[src/rtl/shift_deserializer_pkg.sv]
// Constants shared between the shift_deserializer and the upstream 8-bit shift register.
// Frame geometry defaults and the receive FSM state encoding live here.
package shift_deserializer_pkg;

   localparam int DEFAULT_WIDTH = 8;
   localparam int DEFAULT_SKEW  = 1;

   typedef enum logic {
      IDLE  = 1'b0,
      SHIFT = 1'b1
   } state_t;

endpackage

[src/rtl/shift_deserializer_sync_delay.sv]
// DEPTH-stage delay line for the frame-start pulse; a synchronous active-low clear
// drops any pulse still in flight.
module sync_delay #(
   parameter int DEPTH = 2
) (
   input  logic clk,
   input  logic rst,
   input  logic d,
   output logic q
);

   logic [DEPTH-1:0] stage_q;

   always_ff @(posedge clk) begin
      if (!rst) begin
         stage_q <= '0;
      end else begin
         stage_q[0] <= d;
         for (int i = 1; i < DEPTH; i++) begin
            stage_q[i] <= stage_q[i-1];
         end
      end
   end

   assign q = stage_q[DEPTH-1];

endmodule

[src/rtl/shift_deserializer.sv]
// Serial-to-parallel receiver for an LSB-first frame stream, with a one-word output
// holding register behind a valid/ready handshake and sticky overrun/frame error flags.
module shift_deserializer
   import shift_deserializer_pkg::*;
#(
   parameter int WIDTH = DEFAULT_WIDTH,
   parameter int SKEW  = DEFAULT_SKEW
) (
   input  logic             clk,
   input  logic             rst,
   input  logic             serial_in,
   input  logic             sync,
   input  logic             ready,
   input  logic             clr_err,
   output logic [WIDTH-1:0] data_out,
   output logic             valid,
   output logic             overrun,
   output logic             frame_err
);

   localparam int CW = $clog2(WIDTH + 1);

   state_t           state_q, state_d;
   logic [CW-1:0]    cnt_q, cnt_d;
   logic [WIDTH-1:0] shreg_q, shreg_d;
   logic [WIDTH-1:0] data_q, data_d;
   logic             valid_q, valid_d;
   logic             ovr_q, ovr_d;
   logic             ferr_q, ferr_d;

   logic             start;
   logic [WIDTH-1:0] shift_word;
   logic             complete;
   logic             ferr_ev;
   logic             ovr_ev;

   // The (SKEW+1)-stage line lands the pulse exactly on the bit-0 sampling edge.
   sync_delay #(
      .DEPTH (SKEW + 1)
   ) u_sync_delay (
      .clk (clk),
      .rst (rst),
      .d   (sync),
      .q   (start)
   );

   assign shift_word = {serial_in, shreg_q[WIDTH-1:1]};

   always_comb begin
      state_d  = state_q;
      cnt_d    = cnt_q;
      shreg_d  = shreg_q;
      complete = 1'b0;
      ferr_ev  = 1'b0;
      case (state_q)
         IDLE: begin
            if (start) begin
               shreg_d = shift_word;
               cnt_d   = CW'(1);
               state_d = SHIFT;
            end
         end
         SHIFT: begin
            shreg_d = shift_word;
            if (start) begin
               // A restart mid-frame reuses the current bit as bit 0 of the new frame.
               cnt_d   = CW'(1);
               ferr_ev = 1'b1;
            end else if (cnt_q == CW'(WIDTH - 1)) begin
               cnt_d    = CW'(WIDTH);
               complete = 1'b1;
               state_d  = IDLE;
            end else begin
               cnt_d = cnt_q + CW'(1);
            end
         end
         default: begin
            state_d = IDLE;
         end
      endcase
   end

   always_comb begin
      data_d  = data_q;
      valid_d = valid_q;
      ovr_ev  = 1'b0;
      if (complete) begin
         if (!valid_q || ready) begin
            data_d  = shift_word;
            valid_d = 1'b1;
         end else begin
            ovr_ev = 1'b1;
         end
      end else if (valid_q && ready) begin
         valid_d = 1'b0;
      end
      // A new error event takes priority over a simultaneous clear.
      ovr_d  = ovr_ev  ? 1'b1 : (clr_err ? 1'b0 : ovr_q);
      ferr_d = ferr_ev ? 1'b1 : (clr_err ? 1'b0 : ferr_q);
   end

   always_ff @(posedge clk) begin
      if (!rst) begin
         state_q <= IDLE;
         cnt_q   <= '0;
         shreg_q <= '0;
         data_q  <= '0;
         valid_q <= 1'b0;
         ovr_q   <= 1'b0;
         ferr_q  <= 1'b0;
      end else begin
         state_q <= state_d;
         cnt_q   <= cnt_d;
         shreg_q <= shreg_d;
         data_q  <= data_d;
         valid_q <= valid_d;
         ovr_q   <= ovr_d;
         ferr_q  <= ferr_d;
      end
   end

   assign data_out  = data_q;
   assign valid     = valid_q;
   assign overrun   = ovr_q;
   assign frame_err = ferr_q;

endmodule

[config.mk]
export PLATFORM = sky130hd
export DESIGN_NAME = shift_deserializer
export DESIGN_NICKNAME = d
export VERILOG_FILES = /design/src/rtl/shift_deserializer_pkg.sv /design/src/rtl/shift_deserializer_sync_delay.sv /design/src/rtl/shift_deserializer.sv
export SDC_FILE = /design/constraint.sdc
export NUM_CORES = 1
export LEC_CHECK = 0
export CORE_MARGIN = 4
export CORE_UTILIZATION = 40
export CTS_CLUSTER_DIAMETER = 50
export DETAILED_ROUTE_END_ITERATION = 16
export PLACE_DENSITY_LB_ADDON = 0.25
export SLEW_MARGIN = 10
export SYNTH_ARGS = -nofsm -noshare
export SYNTH_HDL_FRONTEND = slang
export SYNTH_SLANG_ARGS = --single-unit
[constraint.sdc]
create_clock -name clk -period 1.4 [get_ports clk]
set_input_delay 0.28 -clock clk [delete_from_list [all_inputs] [get_ports clk]]
set_output_delay 0.28 -clock clk [all_outputs]
set_load 0.01 [all_outputs]
-- Word level (Yosys, flattened, before mapping)
Cells that the tools add are included.
- register bits: 26
- bits in latches: 0
- memory bits (writable): 0
- memory bits (read-only): 0
- word-level logic and storage cells: 43
- memories kept: 0
- add/sub/neg operators: 1
- multiply operators: 0
- div/mod/pow operators: 0
- magnitude comparators: 0
- eq/ne operators: 3
- shift-type cells: 0
- multiplexer cells: 22
- bitwise logic cells: 1
- reductions and logical operators: 8
- operators by type and width (operator ; number):
    case mux 8 bit (2 select lines) ; 1
    2-to-1 mux 1 bit ; 15
    2-to-1 mux 4 bit ; 3
    2-to-1 mux 8 bit ; 1
    case mux 4 bit (2 select lines) ; 1
    nonzero test 2 bit ; 3
    adder 4 x 1 -> 4 bit, second input constant ; 1
    equality test 4 x 3 -> 1 bit, second input constant ; 1
    != test 2 x 1 -> 1 bit, second input constant ; 2
    AND reduction 2 bit ; 2
    case mux 1 bit (2 select lines) ; 1
    logical AND 1 bit ; 1
    zero test 1 bit ; 1
    logical OR 1 bit ; 1
    NOT 1 bit ; 1

-- Logic depth before layout (Yosys ltp)
Gate-level depths: netlist (run 1).
- word-level depth: 6
- depth in mapped cells: 4

-- By module
A second synthesis (run 1) with hierarchy kept.
- cell total of the unflattened synthesis: 107
- area total of the unflattened synthesis: 994.7 um^2
- by module, submodules not included (module ; times used ; cells an instance ; area each (um^2)):
    shift_deserializer ; 1 ; 103 ; 942.2
    sync_delay ; 1 ; 4 ; 52.6

-- Worst setup path after synthesis (run 1)
Ideal clock, no wire load.
- path type: reg-to-reg
- start point: register cnt_q[0]
- end point: register data_q[0] (netlist: data_out[0])
- library setup time: 0.072 ns
- data arrival time: 1.456 ns
- setup slack: -0.128 ns
- cell stages (with the launch flop): 5
- path through: dfxtp_1 > ha_1 > nand2b_4 > nor4_4 > mux2i_1
- longest elaborated chain between the ends: 5
- ends and longest elaborated chain (what ; RTL line ; RTL):
    start: declaration ; shift_deserializer.sv:24 ; logic [CW-1:0] cnt_q, cnt_d;
    start signal: assignment ; shift_deserializer.sv:113 ; cnt_q <= cnt_d;
    equality test 4 x 3 -> 1 bit ; shift_deserializer.sv:69 ; end else if (cnt_q == CW'(WIDTH - 1)) begin
    2-to-1 mux 1 bit ; shift_deserializer.sv:69 ;
    2-to-1 mux 1 bit ; shift_deserializer.sv:65 ; if (start) begin
    2-to-1 mux 1 bit ; shift_deserializer.sv:55 ; case (state_q)
    AND reduction 2 bit (no source line) ; n/a ;
    end signal: assignment ; shift_deserializer.sv:115 ; data_q <= data_d;
    end: declaration ; shift_deserializer.sv:26 ; logic [WIDTH-1:0] data_q, data_d;
Every way passes these cells.
A chain may end at the register's enable or synchronous reset.

-- Worst setup path in the final report (run 1)
- start point: register cnt_q[0]
- end point: register data_q[3] (netlist: data_out[3])
Same word-level chain as after synthesis.

==> qor.yml, run 1 <==
run_status:
  status: "finished clean"
die:
  core_area_um2: 2280
  die_height_um: 57.8
  die_x_um: 57.8
  row_count: 17
  pin_count: 17
  die-area_um2: 3340
  start_util: 0.436
power_and_ir_drop:
  p_sw_frac: 0.226
  p_clk_frac: 0.281
  p_per_area_nw_per_um2: 896
  p_sw_mw: 0.252
  p_leak_nw: 0.469
  p_seq_frac: 0.655
  power_mw: 1.12
  p_comb_frac: 0.064
  ir_drop_mv: 0.490
  p_int_mw: 0.865
clocking:
  postCtsHoldBufs: 0
  cts.path.max_buffers: 2
  clock_latency_ns: 0.31
  clkSinkCount: 25
  clk_pin_slew_ns: 0.13
  cts_buffers: 3
  cts_tree: "yes"
  ctsHtreeMaxLevel: 1
  cts_setup_buffers: 0
  root_buffer: "clkbuf_4"
place:
  routabilityCongestion: 0.768
  numPortBuffers: 16
  dp_hpwl_mm: 1.20
critical_path:
  ff2ff_path_depth: 5
  crit-reg2reg-launch: "cnt_q[0]"
  arrival_ns: 1.54
  critical_path_depth: 5
  reg2reg_slack_ns: 0.10
  worstPathMaxFanout: 8
  r2r-end: "data_out[3]"
  start_kind: "register"
  crit_chain: "ha_2 -> nand2b_4 -> nor4_4 -> buf_12 -> mux2i_1"
  crit_path_max_incr_delay_ns: 0.39
  critPathKind: "reg2reg"
  cp_data_required_time_ns: 1.65
  crit_path_top_delay_cell: "dfxtp_2"
  crit_buf_inv: 1
  crit_family: "flip-flops"
  end_kind: "register"
sta:
  drv_slew: 0
  rsz0062_at_grt: "no"
  max_slew_margin: 0.696
  fin_crit_ns: 1.30
  timing.final.crit_share: 0.926
  hold_ws_ns: 0.456
  tightest_slew_ns: 0.455
  finalHoldViolations: 0
  fmax_mhz: 772
  finalSetupViolations: 0
  clock_skew_ns: 0.000946
synth:
  synth_xor_area_frac: 0.0177
  synth_top_cell_area_share: 0.504
  synthArstFlopShare: 0
  synth-simple-area-share: 0.218
  synth_seq_cells: 25
  synth_most_common_cell: "nand2_1"
  synth_cells: 107
  synth_top_family_by_area: "simple AND/OR/NAND/NOR gates"
  ys_top_cells_by_count: "nand2_1, dfxtp_1, mux2i_1, o21ai_0, a21boi_0"
  synth_edf_count: 0
  synth_cell_types: 21
  ys_seq_area_frac: 0.504
  synth_area_per_cell_um2: 9.27
  synth_fa_ha_area_frac: 0.0126
  synth_compound_area_frac: 0.137
  yosys-top-cells-area: "dfxtp_1, nand2_1, mux2i_1"
  synth.net_count: 114
  syn_area_um2: 992
  synthFlopType: "dfxtp_1"
  yosys.area.top_type: "dfxtp_1"
  synth_warnings: 0
  synthMuxAreaShare: 0.0908
cells_and_area:
  diodes: 0
  drive_gt1_frac: 0.119
  fin_util: 0.548
  final_nets: 134
  synthToLayoutAreaGrowth_pct: 25.7
route:
  drc: 0
  dr.pass1.iters: 2
  postRouteAntennaNets: 0
  drt-total-wl_mm: 1.70
  num_vias: 763
  avgViaCountPerCell: 4.95
  first_iter_violations: 4
  detail_route.wl_per_cell_um: 11.0
global_route:
  overflow: 0
  grt_max_degree: 32
  grt_pass1_wl_mm: 3.06
  grt_usage: 0.114
  antenna_found_initial: 0
  grt_pass1_vias: 736
worst_hold_path:
  min_from: "u_sync_delay.stage_q[0]"
  hold_class: "reg2reg"
  min_to: "u_sync_delay.stage_q[1]"
  whs_path_depth: 1
run:
  drv_cap: 0
flip-flops by register name, indices dropped and copies added, names as in the netlist:
register,count
data_out,8
shreg_q,7
cnt_q,4
u_sync_delay.stage_q,2
frame_err,1
overrun,1
state_q,1
valid,1
worst max path at each step:
stage                  start           to  slack [ns]
finish              cnt_q[0]  data_out[3]        0.10
global placement       ready  data_out[0]       -0.10
floorplan           cnt_q[0]  data_out[0]        0.01
global route        cnt_q[0]  data_out[3]        0.04
CTS                 cnt_q[0]  data_out[3]        0.04
detailed placement     ready  data_out[3]       -0.12
layout by cell type, fill, tap and decap left out, types with 2 or more instances in the layout:
cell             instances
buf_12                   2
nor2_1                   4
mux2i_1                  9
o21ai_0                  9
buf_4                    2
a21boi_0                 8
dfxtp_2                  2
nand2b_1                 2
and2_1                   2
dlygate4sd2_1           11
dfxtp_1                 23
clkbuf_4                 3
a21oi_1                  3
xor2_1                   2
clkdlybuf4s50_1          5
nand2_1                 27
nor2b_1                  2
logic make-up (layout without fill, tap and decap cells):
logic type	after synthesis	count (layout)
multiplexers	9	9
XOR/XNOR	2	2
AO/OA/AOI/OAI	22	22
buffers and inverters	5	24
flip-flops	25	25
adder cells (fa/ha/maj)	1	1
AND/OR/NAND/NOR	43	43
metal layers:
| metal | GRT usage | share of wire | up-vias | routed length (um) |
|---|---|---|---|---|
| met5 | 0 | 0 | - | 0 |
| met4 | 0.0497 | 0.0082 | 0 | 14 |
| met3 | 0.0267 | 0.058 | 2 | 98 |
| met2 | 0.182 | 0.43 | 14 | 737 |
| met1 | 0.145 | 0.50 | 352 | 850 |
| li1 | - | - | 395 | - |
layout make-up:
| cell class | count | area (um^2) |
|---|---|---|
| fillers | 218 | 1030 |
| clock buffers | 3 | 22.5 |
| well taps | 28 | 35.0 |
| flip-flops and latches | 25 | 503 |
| repair buffers | 20 | 201 |
| multi-input cells | 77 | 480 |
| clock inverters | 1 | 5.00 |
what timing repair did:
item | CTS | global route
pin swaps | 0 | 0
endpoints found under the setup margin | 11 | 6
gates resized for setup | 11 | 3
stage by stage:
stage / setup WS [ns] / setup TNS, ns / instances / area (um^2)
6_report: 0.104 / 0 / 154 / 1250
5_1_grt: 0.0362 / 0 / 154 / 1250
4_1_cts: 0.0371 / 0 / 154 / 1240
3_5_place_dp: -0.125 / -0.927 / 150 / 1230
3_3_place_gp: -0.101 / -0.770 / 150 / 1230
2_1_floorplan: 0.0104 / 0 / 107 / 995
power by group through the flow:
| stage | combinational, mW | clock, mW | sequential [mW] |
|---|---|---|---|
| 5_1_grt | 0.0818 | 0.356 | 0.735 |
| 6_report | 0.0710 | 0.314 | 0.732 |
| 3_3_place_gp | 0.0704 | 0 | 0.747 |
| 3_5_place_dp | 0.0724 | 0 | 0.748 |
| 4_1_cts | 0.0725 | 0.329 | 0.732 |
| 2_1_floorplan | 0.0387 | 0 | 0.746 |
Note: power is estimated with default switching activity, not from simulation.
==> inputs of run 2 (changes only) <==
--- a/config.mk
+++ b/config.mk
@@ -5,6 +5,7 @@
 export SDC_FILE = /design/constraint.sdc
 export NUM_CORES = 1
 export LEC_CHECK = 0
+export ABC_AREA = 1
 export CORE_MARGIN = 4
 export CORE_UTILIZATION = 40
 export CTS_CLUSTER_DIAMETER = 50
==> qor.yml, run 2 <==
clocking:
  cts_buffers: 3
  ctsHtreeMaxLevel: 1
  clkSinkCount: 25
  postCtsHoldBufs: 0
  clock_latency_ns: 0.31
  cts.path.max_buffers: 2
  cts_tree: "yes"
  root_buffer: "clkbuf_4"
  clk_pin_slew_ns: 0.12
critical_path:
  cp_data_required_time_ns: 1.66
  ff2ff_path_depth: 6
  critical_path_depth: 6
  reg2reg_slack_ns: 0.10
  endpoint: "data_out[6]"
  crit_path_top_delay_cell: "dfxtp_1"
  crit_chain: "ha_4 -> nand2_2 -> nor2_4 -> buf_6 -> nand4_1 -> a21oi_2"
  start_kind: "register"
  startpoint: "cnt_q[0]"
  crit_buf_inv: 1
  crit_family: "flip-flops"
  worstPathMaxFanout: 6
  end_kind: "register"
  critPathKind: "reg2reg"
  crit-reg2reg-launch: "cnt_q[0]"
  r2r-end: "data_out[6]"
  arrival_ns: 1.56
  crit_path_max_incr_delay_ns: 0.40
power_and_ir_drop:
  p_per_area_nw_per_um2: 928
  p_leak_nw: 0.536
  ir_drop_mv: 0.644
  power_mw: 1.17
run_status:
  status: "finished clean"
worst_hold_path:
  min_from: "u_sync_delay.stage_q[0]"
  hold_class: "reg2reg"
sta:
  finalSetupViolations: 0
  rsz0062_at_grt: "no"
  clock_skew_ns: 0.00132
  tns_ns: 0
  tightest_slew_ns: 0.285
  hold_ws_ns: 0.428
  max_slew_margin: 0.810
  timing.final.crit_share: 0.926
  fmax_mhz: 771
  fin_crit_ns: 1.30
  drv_slew: 0
  finalHoldViolations: 0
die:
  start_util: 0.426
  die-area_um2: 3250
  die_height_um: 57.0
  core_area_um2: 2250
  pin_count: 17
  row_count: 17
  die_x_um: 57.0
synth:
  ys_seq_area_frac: 0.522
  synth_top_cell_area_share: 0.522
  yosys-top-cells-area: "dfxtp_1, a21oi_1, nand2_1"
  yosys.area.top_type: "dfxtp_1"
  synth_area_per_cell_um2: 8.34
  synthFlopType: "dfxtp_1"
  synth_seq_cells: 25
  synth_cells: 115
  syn_area_um2: 960
  synth.net_count: 122
  synth_edf_count: 0
  synth_most_common_cell: "dfxtp_1"
  synthArstFlopShare: 0
  synth_warnings: 0
  synth_cell_types: 20
  ys_top_cells_by_count: "dfxtp_1, nand2_1, a21oi_1, nor2_1, nand4_1"
place:
  numPortBuffers: 16
  dp_hpwl_mm: 1.49
  routabilityCongestion: 0.749
route:
  drt-total-wl_mm: 2.09
  drc: 0
  first_iter_violations: 8
  postRouteAntennaNets: 0
  avgViaCountPerCell: 5.03
  detail_route.wl_per_cell_um: 12.4
  dr.pass1.iters: 4
  num_vias: 845
run:
  drv_cap: 0
cells_and_area:
  drive_gt1_frac: 0.179
  diodes: 0
  synthToLayoutAreaGrowth_pct: 31.0
  final_nets: 148
  layout_common_cells: "dfxtp_1, nand2_1, nor2_1"
  final_common_cell: "dfxtp_1"
  largest_reg_flops: 8
global_route:
  antenna_found_initial: 0
  grt_max_degree: 14
  grt_usage: 0.136
  overflow: 0
  grt_pass1_vias: 824
  grt_pass1_wl_mm: 3.60
## run 2: changes by cell type after synthesis, moves of 7 or more
cell,delta
inv_1,+7
nand4_1,+10
a21oi_1,+12
nor2_1,+10
mux2i_1,-9
a21boi_0,-8
nand2_1,-10
## run 2: routing by layer
layer | vias to the layer above | share of wire | track usage
li1 | 439 | - | -
met1 | 380 | 0.47 | 0.180
met3 | 4 | 0.057 | 0.0249
met4 | 0 | 0.016 | 0.0596
met2 | 22 | 0.45 | 0.219
met5 | - | 0 | 0
## run 2: through the flow
stage                     setup WS (ns)  cells  cell area (um^2)  utilization
after floorplan                   0.253    115               960            -
after global placement           0.0510    162              1190        0.528
after detailed placement         0.0157    162              1190        0.528
after CTS                        0.0215    166              1200        0.534
after global routing            0.00433    168              1260        0.558
final                             0.104    168              1260        0.558
## run 2: cell type report
| type | instances | area [um^2] |
|---|---|---|
| clock buffers | 4 | 26.3 |
| fillers | 236 | 997 |
| inverters | 9 | 33.8 |
| multi-input cells | 77 | 423 |
| flip-flops and latches | 25 | 505 |
| well taps | 28 | 35.0 |
| repair buffers | 25 | 234 |
## run 2: worst min-delay path: stages (launching register included)
cell,delay (ns)
dfxtp_1,0.32
nand2_1,0.05
inv_1,0.03
## run 2: logic make-up (layout without fill, tap and decap cells)
group | count (synthesis) | in the layout | synth area share
AND/OR/NAND/NOR | 52 | 52 | 0.269
buffers and inverters | 13 | 38 | 0.0665
AO/OA/AOI/OAI | 24 | 24 | 0.130
flip-flops | 25 | 25 | 0.522
adder cells (fa/ha/maj) | 1 | 1 | 0.0130
## run 2: power by group
group	internal [mW]	switching, mW	leakage, nW
logic	0.0399	0.0546	0.317
clock network	0.112	0.204	0.0150
registers	0.735	0.0217	0.205
## run 2: worst min-delay path by stage
stage                     depth (start not counted)  slack, ns                      end
after floorplan                                   2       0.38  u_sync_delay.stage_q[0]
after global placement                            2       0.40  u_sync_delay.stage_q[1]
after detailed placement                          2       0.41  u_sync_delay.stage_q[1]
after CTS                                         2       0.43  u_sync_delay.stage_q[1]
after global routing                              2       0.45  u_sync_delay.stage_q[1]
final                                             2       0.43  u_sync_delay.stage_q[1]
## run 2: repair_timing
action | in CTS | in global routing
setup endpoints to repair | 11 | 10
cloned | 0 | 0
buffers inserted | 0 | 2
pin swaps | 0 | 2
gates resized for setup | 12 | 9
